**config.mk**
```make
export PLATFORM = sky130hd
export DESIGN_NAME = riscv_irq_arbiter
export DESIGN_NICKNAME = d
export VERILOG_FILES = /design/src/rtl/riscv_irq_arbiter.sv
export SDC_FILE = /design/constraint.sdc
export NUM_CORES = 1
export LEC_CHECK = 0
export ABC_AREA = 0
export BUFFER_PORTS_ARGS = -buffer_cell sky130_fd_sc_hd__buf_2
export CAP_MARGIN = 20
export CELL_PAD_IN_SITES_DETAIL_PLACEMENT = 0
export CELL_PAD_IN_SITES_GLOBAL_PLACEMENT = 1
export CORE_UTILIZATION = 28
export CTS_CLUSTER_SIZE = 28
export DETAILED_ROUTE_END_ITERATION = 16
export GPL_ROUTABILITY_DRIVEN = 0
export GPL_TIMING_DRIVEN = 0
export PLACE_DENSITY_LB_ADDON = 0.08
export SLEW_MARGIN = 25
export SYNTH_ARGS = -nofsm -noshare
export SYNTH_HDL_FRONTEND = slang
export SYNTH_SLANG_ARGS = --single-unit
export TNS_END_PERCENT = 10
```
**constraint.sdc**
```tcl
create_clock -name clk -period 8.8 [get_ports clk]
set_input_delay 0 -clock clk [delete_from_list [all_inputs] [get_ports clk]]
set_output_delay 0 -clock clk [all_outputs]
set_load 0.01 [all_outputs]
```
**src/rtl/riscv_irq_arbiter.sv**
```systemverilog
`default_nettype none
// ============================================================================
// Module   : riscv_irq_arbiter
// Brief    : Machine-level external interrupt controller. Level/edge gateways
//            with pending, in-flight and deferred state, priority arbitration
//            against a threshold, and a claim/complete register port.
//            Define RISCV_IRQ_SYNC_EN to add 2-flop synchronisers on src_irq.
// Revision : 1.0 - initial release
// ============================================================================
module riscv_irq_arbiter #(
    parameter int                 NUM_SRC   = 8,
    parameter int                 PRIO_W    = 3,
    parameter logic [NUM_SRC-1:0] EDGE_MASK = '0
) (
    input  logic               clk,
    input  logic               rst,
    input  logic [NUM_SRC-1:0] src_irq,
    input  logic [7:0]         reg_addr,
    input  logic               reg_we,
    input  logic               reg_re,
    input  logic [31:0]        reg_wdata,
    output logic [31:0]        reg_rdata,
    output logic               irq_out,
    output logic [4:0]         irq_id
);

    localparam logic [7:0] C_ADDR_ENABLE  = 8'h20;
    localparam logic [7:0] C_ADDR_THRESH  = 8'h21;
    localparam logic [7:0] C_ADDR_PENDING = 8'h22;
    localparam logic [7:0] C_ADDR_CLAIM   = 8'h23;

    logic [NUM_SRC-1:0] w_src;
    logic [NUM_SRC-1:0] w_rise;
    logic               w_claim;
    logic               w_complete;
    logic               w_unused_wdata;

    logic [PRIO_W-1:0]  prio_q [NUM_SRC];
    logic [NUM_SRC-1:0] enable_q;
    logic [PRIO_W-1:0]  threshold_q;
    logic [NUM_SRC-1:0] pending_q,  pending_d;
    logic [NUM_SRC-1:0] inflight_q, inflight_d;
    logic [NUM_SRC-1:0] deferred_q, deferred_d;
    logic [NUM_SRC-1:0] src_prev_q;
    logic [4:0]         irq_id_q,   irq_id_d;
    logic               irq_out_q;
    logic [PRIO_W-1:0]  w_best_prio;

`ifdef RISCV_IRQ_SYNC_EN
    logic [NUM_SRC-1:0] sync1_q;
    logic [NUM_SRC-1:0] sync2_q;

    always_ff @(posedge clk or posedge rst) begin
        if (rst) begin
            sync1_q <= '0;
            sync2_q <= '0;
        end else begin
            sync1_q <= src_irq;
            sync2_q <= sync1_q;
        end
    end

    assign w_src = sync2_q;
`else
    assign w_src = src_irq;
`endif

    assign w_rise         = EDGE_MASK & w_src & ~src_prev_q;
    assign w_claim        = reg_re && (reg_addr == C_ADDR_CLAIM);
    assign w_complete     = reg_we && (reg_addr == C_ADDR_CLAIM);
    assign w_unused_wdata = ^reg_wdata;

    always_ff @(posedge clk or posedge rst) begin
        if (rst) begin
            for (int i = 0; i < NUM_SRC; i++) begin
                prio_q[i] <= '0;
            end
            enable_q    <= '0;
            threshold_q <= '0;
        end else if (reg_we) begin
            for (int i = 0; i < NUM_SRC; i++) begin
                if (reg_addr == 8'(i + 1)) begin
                    prio_q[i] <= reg_wdata[PRIO_W-1:0];
                end
            end
            if (reg_addr == C_ADDR_ENABLE) begin
                enable_q <= reg_wdata[NUM_SRC:1];
            end
            if (reg_addr == C_ADDR_THRESH) begin
                threshold_q <= reg_wdata[PRIO_W-1:0];
            end
        end
    end

    // Gateway first, then claim overrides it, then complete releases deferred edges.
    always_comb begin
        pending_d  = pending_q;
        inflight_d = inflight_q;
        deferred_d = deferred_q;
        for (int i = 0; i < NUM_SRC; i++) begin
            if (EDGE_MASK[i]) begin
                if (w_rise[i]) begin
                    if (inflight_q[i]) begin
                        deferred_d[i] = 1'b1;
                    end else begin
                        pending_d[i] = 1'b1;
                    end
                end
            end else if (w_src[i] && !inflight_q[i] && !pending_q[i]) begin
                pending_d[i] = 1'b1;
            end

            if (w_claim && (irq_id_q == 5'(i + 1))) begin
                pending_d[i]  = 1'b0;
                inflight_d[i] = 1'b1;
                if (w_rise[i]) begin
                    deferred_d[i] = 1'b1;
                end
            end

            if (w_complete && (reg_wdata[4:0] == 5'(i + 1)) && inflight_q[i]) begin
                inflight_d[i] = 1'b0;
                if (EDGE_MASK[i] && deferred_d[i]) begin
                    deferred_d[i] = 1'b0;
                    pending_d[i]  = 1'b1;
                end
            end
        end
    end

    // Ascending scan with strict '>' keeps the lowest ID on priority ties.
    always_comb begin
        w_best_prio = threshold_q;
        irq_id_d    = '0;
        for (int i = 0; i < NUM_SRC; i++) begin
            if (pending_q[i] && enable_q[i] && (prio_q[i] > w_best_prio)) begin
                w_best_prio = prio_q[i];
                irq_id_d    = 5'(i + 1);
            end
        end
    end

    always_ff @(posedge clk or posedge rst) begin
        if (rst) begin
            pending_q  <= '0;
            inflight_q <= '0;
            deferred_q <= '0;
            src_prev_q <= '0;
            irq_id_q   <= '0;
            irq_out_q  <= 1'b0;
        end else begin
            pending_q  <= pending_d;
            inflight_q <= inflight_d;
            deferred_q <= deferred_d;
            src_prev_q <= w_src;
            irq_id_q   <= irq_id_d;
            irq_out_q  <= (irq_id_d != 5'd0);
        end
    end

    always_comb begin
        reg_rdata = '0;
        for (int i = 0; i < NUM_SRC; i++) begin
            if (reg_addr == 8'(i + 1)) begin
                reg_rdata = 32'(prio_q[i]);
            end
        end
        case (reg_addr)
            C_ADDR_ENABLE:  reg_rdata = 32'({enable_q, 1'b0});
            C_ADDR_THRESH:  reg_rdata = 32'(threshold_q);
            C_ADDR_PENDING: reg_rdata = 32'({pending_q, 1'b0});
            C_ADDR_CLAIM:   reg_rdata = 32'(irq_id_q);
            default:        ;
        endcase
    end

    assign irq_out = irq_out_q;
    assign irq_id  = irq_id_q;

endmodule
`default_nettype wire

```
==> metrics.csv <==
stage,metric,value,unit
outcome,status,"complete, but fails checks",
outcome,violations,negative setup slack,
yosys,synth_seq_area_share,37.3,%
timing,tns,-0.366,ns
flow_run,cap_violations,0,
finish,final_cell_mix,"buf_4, dfrtp_1, nand2_1",
finish,final_common_cell,buf_4,
routing,routed_via_density,4.81,
timing,finalSetupViolCount,3,
critical_path,max_stage_delay,0.46,ns
timing,period_needed,8.97,ns
place,dp_cells,655,
power,p_leak,2.49,nW
routing,dr.pass1.iters,4,
timing,post-route-period-util,102,%
worst_hold_path,hold_path_class,in -> reg,
finish,utilization,42.3,%
floorplanning,coreArea,12800,µm²
floorplanning,die_h,118,µm
critical_path,worst_setup_path_end_kind,flop,
finish,nFillCells,1328,
clock_network,clock_latency,0.30,ns
clock_network,cts_buffer_depth,2,
yosys,synth_edf_count,0,
critical_path,start_kind,flop,
routing,drt_iter0_drc,174,
grt,grt_max_degree,53,
timing,finalHoldViolCount,0,
grt,overflow,0,
yosys,ys_ff_latch,56,
power,peakVddDrop,0.0000703,V
floorplanning,start_util,29.3,%
finish,syn_to_final_growth,44.7,%
routing,drcViolationCount,0,
finish,n_antenna_cell,0,
grt,grt_pass1_vias,3539,
critical_path,crit_required,8.97,ns
routing,ant_nets,0,
finish,final_layout_size_suffix_gt1_share,40.0,%
floorplanning,die_w,118,µm
yosys,synthCells,417,
clock_network,cts_sinks,56,
timing,final.setup_skew,0.00690,ns
timing,worstMarginPinSlew,0.790,ns
clock_network,clkTransAtPathRegs,0.07,ns
place,io_buffer_count,42,
clock_network,h-tree-depth,2,
yosys,syn-cell-area,3750,µm²
floorplanning,pin_count,90,
yosys,ys.flop_type,dfrtp_1,
clock_network,cts_tree,yes,
routing,wl_per_cell,17.7,µm
routing,wirelength,13200,µm
place,hpwlAfterDp,9190,µm
timing,layout_setup_ws,-0.166,ns
critical_path,path_max_fanout,3,
critical_path,crit_type,reg -> reg,
clock_network,cts_buffers,5,
grt,antenna_found_initial,0,
timing,slew_headroom,47.1,%
power,powerDensity,120,nW/µm²
yosys,synth.distinct_cells,63,
yosys,avgSynthCellArea,9.00,µm²
yosys,yosysWarnings,0,
critical_path,crit_arrival,9.14,ns
finish,layout.cells.non_filler,742,
critical_path,cp_slowest_cell,or4_1,
clock_network,clockRootBuffer,clkbuf_16,
critical_path,cpMostUsedCell,buf_4,
yosys,synth-async-reset-ratio,100,%
timing,rsz0062_at_grt,true,
floorplanning,rows,41,
grt,grt_first_pass_wirelength,20300,µm
grt,track_usage,19.3,%
routing,vias,3568,
floorplanning,dieArea,13900,µm²
timing,fmax,112,MHz
finish,fin_nets,635,
timing,slew_viol_final,0,
power breakdown:
group / internal, W / switching (W) / leakage (nW)
logic: 0.0000688 / 0.0000725 / 1.69
clock network: 0.000134 / 0.0000924 / 0.0808
registers: 0.000267 / 0.0000151 / 0.721
sequential cells by signal, summed over array words and instances, names as in the netlist:
signal,flops
threshold_q,3
irq_out,1
prio_q,24
enable_q,8
inflight_q,8
pending_q,8
irq_id,4
cells in the mapped netlist, drive strengths merged (2+ instances only):
cell type	count	area, µm²
a21o	4	30.0
maj3	2	21.3
nor2	35	131
and2	4	25.0
o41ai	2	17.5
clkbuf	3	11.3
a31oi	9	56.3
nand2b	5	38.8
o21a	3	22.5
nand3b	3	22.5
mux2i	11	110
o311ai	2	17.5
nor3b	5	37.5
buf	27	199
and3	5	31.3
ha	14	175
mux4	4	90.1
o211ai	3	22.5
dfrtp	56	1400
nor3	6	30.0
a21oi	17	85.1
o31ai	2	15.0
a311oi	2	17.5
a211oi	2	15.0
nand2	48	180
o31a	2	17.5
o2111ai	2	17.5
o32a	2	20.0
nor4	3	18.8
nand3	13	65.1
o21ai	33	165
mux2	25	282
inv	30	113
nor2b	8	50.1
or2	3	18.8
routing by layer:
layer	track usage [%]	up-vias	part of all wire, %
met5	0	-	0
met4	4.73	0	1.4
met3	1.89	12	3.3
met2	33.2	78	49
met1	25.8	1717	47
li1	-	1761	-
worst paths after layout:
| path | startpoint | endpoint | slack [ns] | cells after the start |
|---|---|---|---|---|
| setup / recovery | threshold_q[1]$_DFFE_PP0P_ | irq_out$_DFF_PP0_ | -0.17 | 56 |
| hold / removal | src_irq[4] | pending_q[4]$_DFFE_PP0P_ | 0.002 | 3 |
| setup reg to reg | threshold_q[1]$_DFFE_PP0P_ | irq_out$_DFF_PP0_ | -0.17 | 56 |
| hold reg to reg | inflight_q[0]$_DFFE_PP0P_ | inflight_q[0]$_DFFE_PP0P_ | 0.49 | 1 |
| max in group asynchronous | rst | prio_q[17]$_DFFE_PP0P_ | 8.20 | 4 |
| min in group asynchronous | rst | inflight_q[2]$_DFFE_PP0P_ | 0.12 | 3 |
cell families after synthesis:
family | share of synthesized area (%)
adders and majority gates | 5.24
AOI/OAI and AO/OA | 17.6
other | 0.0999
DFF | 37.3
muxes | 12.8
buffers and inverters | 8.60
and+or+nand+nor | 18.3
stage by stage:
stage / total power (W) / instance area [µm²] / setup WS, ns / hold slack [ns]
after floorplan: 0.000353 / 3910 / 0.000258 / 0.0960
after global placement: 0.000388 / 4340 / -1.04 / 0.235
after detailed placement: 0.000391 / 4370 / -1.10 / -0.111
after CTS: 0.000645 / 5300 / -0.0966 / 0.00288
after global routing: 0.000680 / 5430 / -0.439 / 0.0204
final: 0.000650 / 5430 / -0.166 / 0.00239
layout make-up:
cell class | count | area, µm² | share of cell area (%)
multi-input cells | 324 | 2450 | 45.2
flip-flops and latches | 56 | 1410 | 25.9
repair buffers | 123 | 872 | 16.1
well taps | 172 | 215 | 3.96
plain buffers | 29 | 199 | 3.66
clock buffers | 6 | 129 | 2.37
inverters | 30 | 118 | 2.17
clock inverters | 2 | 35.0 | 0.645
timing repair:
item,4_1_cts,5_1_grt
endpoints found under the setup margin,5,5
setup buffers,64,7
hold buffers,12,0
hold endpoints to repair,67,0
pin swaps,28,25
resized for setup,39,21
critical path, delay by kind of cell, from the launching register on:
| family | cells | cell delay, ns |
|---|---|---|
| AO/OA/AOI/OAI | 6 | 0.96 |
| adder cells (fa/ha/maj) | 4 | 1.06 |
| buffers and inverters | 33 | 3.97 |
| flip-flops | 1 | 0.39 |
| multiplexers | 2 | 0.68 |
| AND/OR/NAND/NOR | 11 | 1.77 |
(Power assumes the default switching activity.)
